### config.mk
export PLATFORM = sky130hd
export DESIGN_NAME = tx_scheduler
export DESIGN_NICKNAME = d
export VERILOG_FILES = /design/src/rtl/tx_scheduler_pkg.sv /design/src/rtl/tx_rr_arbiter.sv /design/src/rtl/tx_scheduler.sv
export SDC_FILE = /design/constraint.sdc
export NUM_CORES = 1
export LEC_CHECK = 0
export CORE_MARGIN = 5
export CORE_UTILIZATION = 25
export DETAILED_ROUTE_END_ITERATION = 16
export GPL_TIMING_DRIVEN = 0
export MAX_ROUTING_LAYER = met4
export SLEW_MARGIN = 20
export SYNTH_ARGS = -nofsm -noshare
export SYNTH_HDL_FRONTEND = slang
export SYNTH_SLANG_ARGS = --single-unit
### constraint.sdc
create_clock -name clk_bit -period 2.2 [get_ports clk_bit]
set_input_delay 0.33 -clock clk_bit [delete_from_list [all_inputs] [get_ports clk_bit]]
set_output_delay 0.33 -clock clk_bit [all_outputs]
set_load 0.1 [all_outputs]
### src/rtl/tx_scheduler_pkg.sv
// Shared constants for the TX word scheduler: K-character codes and the
// scheduler state encoding.
package tx_scheduler_pkg;

    localparam logic [7:0] KComma = 8'hBC;
    localparam logic [7:0] KSof   = 8'hFB;
    localparam logic [7:0] KEof   = 8'hFD;
    localparam logic [7:0] KFill  = 8'h1C;

    localparam logic [2:0] StIdle    = 3'd0;
    localparam logic [2:0] StTrain   = 3'd1;
    localparam logic [2:0] StSof     = 3'd2;
    localparam logic [2:0] StPayload = 3'd3;
    localparam logic [2:0] StEof     = 3'd4;

endpackage

### src/rtl/tx_rr_arbiter.sv
// Two-requester round-robin arbiter; the last-grant register moves only when
// the scheduler accepts a grant, so arbitration is per packet.
module tx_rr_arbiter (
    input  logic       clk_bit,
    input  logic       rst_n,
    input  logic [1:0] req,
    input  logic       accept,
    output logic       gnt_valid,
    output logic       gnt_port
);

    logic last_q;

    always_comb begin
        gnt_valid = |req;
        if (req == 2'b11) begin
            gnt_port = ~last_q;
        end else begin
            gnt_port = req[1];
        end
    end

    // Reset to port 1 so port 0 wins the first tie.
    always_ff @(posedge clk_bit or negedge rst_n) begin
        if (!rst_n) begin
            last_q <= 1'b1;
        end else if (accept && gnt_valid) begin
            last_q <= gnt_port;
        end
    end

endmodule

### src/rtl/tx_scheduler.sv
// Word scheduler feeding an 8b/10b transmitter: frames requester packets with
// SOF/EOF, fills underruns, runs PRBS training bursts and idles on COMMA.
module tx_scheduler import tx_scheduler_pkg::*; #(
    parameter int unsigned TRAIN_WORDS = 1024,
    parameter int unsigned MAX_LEN     = 256
) (
    input  logic       clk_bit,
    input  logic       rst_n,
    input  logic       nextword_enable,
    input  logic [7:0] p0_data,
    input  logic       p0_valid,
    input  logic       p0_last,
    output logic       p0_ready,
    input  logic [7:0] p1_data,
    input  logic       p1_valid,
    input  logic       p1_last,
    output logic       p1_ready,
    input  logic       train_req,
    output logic [7:0] d_out,
    output logic       k_out,
    output logic       prbs_on,
    output logic       busy,
    output logic       len_err
);

    localparam int unsigned ByteW  = $clog2(MAX_LEN + 1);
    localparam int unsigned TrainW = $clog2(TRAIN_WORDS + 1);
    localparam logic [ByteW-1:0]  ByteMax  = ByteW'(MAX_LEN);
    localparam logic [TrainW-1:0] TrainMax = TrainW'(TRAIN_WORDS);

    logic [2:0]        state_q, state_d;
    logic [7:0]        word_q, word_d;
    logic              k_q, k_d;
    logic              prbs_q, prbs_d;
    logic              len_err_q, len_err_d;
    logic              gnt_q, gnt_d;
    logic [ByteW-1:0]  byte_cnt_q, byte_cnt_d;
    logic [TrainW-1:0] train_cnt_q, train_cnt_d;

    logic       arb_valid, arb_port, accept, take;
    logic       sel_valid, sel_last;
    logic [7:0] sel_data;

    assign sel_valid = gnt_q ? p1_valid : p0_valid;
    assign sel_last  = gnt_q ? p1_last  : p0_last;
    assign sel_data  = gnt_q ? p1_data  : p0_data;

    assign take     = nextword_enable && (state_q == StPayload) && sel_valid;
    assign p0_ready = take && !gnt_q;
    assign p1_ready = take && gnt_q;

    // Training has priority, so a grant is only consumed when no train_req.
    assign accept = nextword_enable && (state_q == StIdle) && !train_req && arb_valid;

    tx_rr_arbiter u_arb (
        .clk_bit   (clk_bit),
        .rst_n     (rst_n),
        .req       ({p1_valid, p0_valid}),
        .accept    (accept),
        .gnt_valid (arb_valid),
        .gnt_port  (arb_port)
    );

    always_comb begin
        state_d     = state_q;
        word_d      = word_q;
        k_d         = k_q;
        prbs_d      = prbs_q;
        gnt_d       = gnt_q;
        byte_cnt_d  = byte_cnt_q;
        train_cnt_d = train_cnt_q;
        len_err_d   = 1'b0;
        if (nextword_enable) begin
            word_d = KComma;
            k_d    = 1'b1;
            prbs_d = 1'b0;
            unique case (state_q)
                StIdle: begin
                    if (train_req) begin
                        state_d     = StTrain;
                        train_cnt_d = '0;
                    end else if (arb_valid) begin
                        state_d = StSof;
                        gnt_d   = arb_port;
                    end
                end
                StTrain: begin
                    prbs_d      = 1'b1;
                    train_cnt_d = train_cnt_q + 1'b1;
                    if (train_cnt_d == TrainMax) begin
                        state_d     = StIdle;
                        train_cnt_d = '0;
                    end
                end
                StSof: begin
                    word_d     = KSof;
                    state_d    = StPayload;
                    byte_cnt_d = '0;
                end
                StPayload: begin
                    if (sel_valid) begin
                        word_d     = sel_data;
                        k_d        = 1'b0;
                        byte_cnt_d = byte_cnt_q + 1'b1;
                        if (sel_last) begin
                            state_d = StEof;
                        end else if (byte_cnt_d == ByteMax) begin
                            state_d   = StEof;
                            len_err_d = 1'b1;
                        end
                    end else begin
                        word_d = KFill;
                    end
                end
                StEof: begin
                    word_d     = KEof;
                    state_d    = StIdle;
                    byte_cnt_d = '0;
                end
                default: begin
                    state_d = StIdle;
                end
            endcase
        end
    end

    always_ff @(posedge clk_bit or negedge rst_n) begin
        if (!rst_n) begin
            state_q     <= StIdle;
            word_q      <= KComma;
            k_q         <= 1'b1;
            prbs_q      <= 1'b0;
            len_err_q   <= 1'b0;
            gnt_q       <= 1'b0;
            byte_cnt_q  <= '0;
            train_cnt_q <= '0;
        end else begin
            state_q     <= state_d;
            word_q      <= word_d;
            k_q         <= k_d;
            prbs_q      <= prbs_d;
            len_err_q   <= len_err_d;
            gnt_q       <= gnt_d;
            byte_cnt_q  <= byte_cnt_d;
            train_cnt_q <= train_cnt_d;
        end
    end

    assign d_out   = word_q;
    assign k_out   = k_q;
    assign prbs_on = prbs_q;
    assign len_err = len_err_q;
    assign busy    = (state_q != StIdle);

endmodule
==> results of run 1 <==
## power breakdown
part | switching (uW) | leakage (uW) | internal [uW] | total [uW]
Combinational | 1160 | 0.000631 | 454 | 1610
Sequential | 139 | 0.000463 | 842 | 981
Clock | 252 | 0.0000784 | 567 | 820
Total | 1550 | 0.00117 | 1860 | 3410
## timing repair
action                                  4_1_cts  5_1_grt
endpoints found under the setup margin        9        9
hold endpoints to repair                      7        0
hold buffers                                  1        0
pin swaps                                     0        2
resized for setup                            28        7
setup buffers                                 1        2
## registers in the layout, indices dropped and copies added, names as in the netlist, 3 cells and up
name	flops
byte_cnt_q	9
d_out	8
train_cnt_q	11
state_q	3
## metal layers
metal	wire (um)	part of all wire, %	up-vias
met5	0	0	-
met4	118	2.0	0
met3	283	4.9	9
met2	2568	44	46
met1	2822	49	997
li1	-	-	1009
## cells in the mapped netlist, drive strengths merged (3+ instances only)
cell	n
inv	8
dfstp	7
nand3	17
or3	4
ha	3
nor2	33
mux2	5
mux2i	6
nand4	4
o21ai	28
nand2	30
a21o	3
nand2b	4
a21oi	13
nor3	8
and3	7
clkbuf	8
nor4	4
buf	4
o31ai	3
dfrtp	29
a22o	3
a31oi	7
## worst paths after layout
kind	from	to
setup / recovery	p1_valid	p0_ready
hold / removal	rst_n	train_cnt_q[10]$_DFFE_PN0P_
setup reg to reg	byte_cnt_q[0]$_DFFE_PN0P_	state_q[1]$_DFFE_PN0P_
hold reg to reg	d_out[3]$_DFFE_PN1P_	d_out[3]$_DFFE_PN1P_
max in group asynchronous	rst_n	d_out[4]$_DFFE_PN1P_
min in group clk_bit	d_out[3]$_DFFE_PN1P_	d_out[3]$_DFFE_PN1P_
## logic make-up (layout without fill, tap and decap cells)
family | Yosys count | count (layout) | synth area share (%)
XOR/XNOR | 3 | 3 | 1.218
AND/OR/NAND/NOR | 117 | 117 | 26.38
AO/OA/AOI/OAI | 67 | 67 | 19.48
adder cells (fa/ha/maj) | 3 | 3 | 1.739
multiplexers | 11 | 11 | 5.391
flip-flops | 36 | 36 | 42.15
buffers and inverters | 20 | 68 | 3.652
## final cells by class
type | instances | area [um2] | share of cell area [%]
timing repair buffer | 41 | 401.6 | 13.92
clock inverter | 3 | 90.09 | 3.122
multi-input combinational | 201 | 1209 | 41.89
sequential | 36 | 909.6 | 31.53
inverter | 8 | 30.03 | 1.041
tap | 105 | 131.4 | 4.553
clock buffer | 5 | 68.82 | 2.385
buffer | 11 | 45.04 | 1.561
## through the flow
| step | setup TNS [ps] | std cells |
|---|---|---|
| global route | 0 | 410 |
| CTS | 0 | 408 |
| detailed placement | -3447 | 399 |
| floorplan | -393.5 | 257 |
| global placement | -7723 | 398 |
| finish | 0 | 410 |
==> parameters.txt, run 1 <==
Parameter                              Value

Synthesis
  Count of flip-flops with a built-in enable after synthesis ... 0
  Gate count of the mapped netlist ... 257
  Largest cells by area after synthesis ... sky130_fd_sc_hd__dfrtp_1 (34%), sky130_fd_sc_hd__dfstp_2 (8.5%), sky130_fd_sc_hd__o21ai_0 (6.3%)
  Seq/Total Area, Yosys ... 42.14%
  Top cell type's share of synthesized area ... 33.62%
  Top cell type by total area after synthesis ... sky130_fd_sc_hd__dfrtp_1
  Net count after synthesis ... 284
  Fraction of registers with async set or reset after synthesis ... 100.0%
  Register bit count reported by yosys ... 36
  Synth cell types ... 45
  Number of warnings printed during yosys synthesis ... 0
  Most frequently used flop master after synthesis ... sky130_fd_sc_hd__dfrtp_1
  Cell area after synthesis ... 2158 um2
  Synthesized area per cell ... 8.398 um2

Worst setup path
  Category of the worst setup path launch point ... input pin
  Cell with the largest stage delay on the worst path ... sky130_fd_sc_hd__clkdlybuf4s50_1
  Kind of critical path ... input pin to output port
  Required time at the worst-slack endpoint ... 1870 ps
  Longest individual stage delay on the worst path ... 600 ps
  Highest net fanout along the worst path ... 12
  Sequence of cells on the critical path ... clkdlybuf4s50_1 > mux2i_2 > nor2_4 > nand2_4 > nor2_2 > buf_6
  Logic depth of the worst setup path including buffers ... 6
  CP Buf/Inv Count ... 2
  Cells on worst reg2reg path ... 6
  Arrival @ worst endpoint ... 1800 ps
  Critical Path End Type ... output port
  Reg2reg setup slack ... 120 ps
  Worst path top cell family by delay ... buffers and inverters

Detailed routing
  Average routed wire per standard cell ... 14.13 um
  Routed wire length ... 5792 um
  Number of vias after detailed routing ... 2,061
  Drt drc ... 0
  First drt pass iteration count ... 4
  1st-iter DRT viols ... 130
  Antenna-violating nets left ... 0
  Vias/cell ... 5.027

Floorplan
  Area enclosed by the die boundary ... 10,590 um2
  Top-Level Pins ... 38
  Core Rows ... 33
  Effective utilization at floorplan ... 26.01%
  Die X ... 102.9 um
  Core box area ... 8299 um2
  Die Span Y ... 102.9 um

Layout
  Layout fillers ... 829
  Design area ... 2885 um2
  Fraction of final layout cells with drive strength greater than 1 ... 15.41%
  Count of inserted antenna diode cells ... 0
  Final net count ... 331
  Utilization of the core after routing ... 34.77%
  Post-synthesis to final-layout area growth ... 33.68%
  Most frequent cells in the layout ... sky130_fd_sc_hd__nor2_1 (29), sky130_fd_sc_hd__nand2_1 (29), sky130_fd_sc_hd__dfrtp_1 (29)

STA
  Maximum achievable frequency ... 0.4697 GHz
  Hold Worst Slack ... 430.7 ps
  # setup viols final ... 0
  Final setup margin ... 70.93 ps
  Clock period minus final worst setup slack ... 2129 ps
  Unrepaired setup endpoints after global routing ... no
  Layout Skew ... 4.767 ps
  Transition at the pin with the smallest max-transition slack ... 975.4 ps
  Final Max Slew Viols ... 0
  Share of the clock period used by the worst path ... 96.78%
  Endpoints failing hold ... 0
  Headroom to the max-slew limit ... 34.77%

GRT
  Met2 Track Usage GR ... 17.32%
  Pin count of the biggest net entering global routing ... 29
  First-pass GRT wire length ... 9446 um
  Layer with the highest usage after global routing ... met2
  Via count of the first global-routing pass ... 1,943
  Met1 GRT Util ... 15.70%
  GR Util met3 ... 2.571%
  All-layer global routing usage ... 11.71%
  Final global-route overflow total ... 0
  Number of antenna violations at the first check in global routing ... 0

Place
  Placement-stage cell area ... 2670 um2
  Final weighted congestion in routability-driven placement ... 0.8575
  Quantity of I/O buffers inserted on ports ... 36
  Worst slack after detailed placement ... -1276 ps
  Sum of net half-perimeters after detailed placement ... 4196 um

Clock tree
  H-tree depth ... 2
  Clk Latency, worst-skew pair ... 290 ps
  Largest buffer count on any clock path ... 2
  Number of buffers inserted during clock tree synthesis ... 5
  Clock tree from TritonCTS ... built
  Total clock sinks ... 36
  CTS root buf ... sky130_fd_sc_hd__clkbuf_8
  Clock-pin slew on the worst setup and hold paths ... 80 ps

Pwr
  Peak supply drop ... 0.4196 mV
  Leakage Power ... 0.001172 uW
  Final Power ... 3411 uW
  Cell Pwr Density ... 1182 nW/um2

Outcome
  Run status ... finished, final reports clean

Min path
  Hold crit path type ... input pin to async pin

Flow run
  Max-cap violations ... 0
Note: power is estimated with default switching activity, not from simulation.
==> inputs of run 2 (changes only) <==
--- a/config.mk
+++ b/config.mk
@@ -14,3 +14,4 @@
 export SYNTH_ARGS = -nofsm -noshare
 export SYNTH_HDL_FRONTEND = slang
 export SYNTH_SLANG_ARGS = --single-unit
+export TNS_END_PERCENT = 5
==> results of run 2 <==
No change in the layout: final DEF, timing and power equal those of run 1.
Main changes from that run: number of gates resized after CTS 28 -> 27
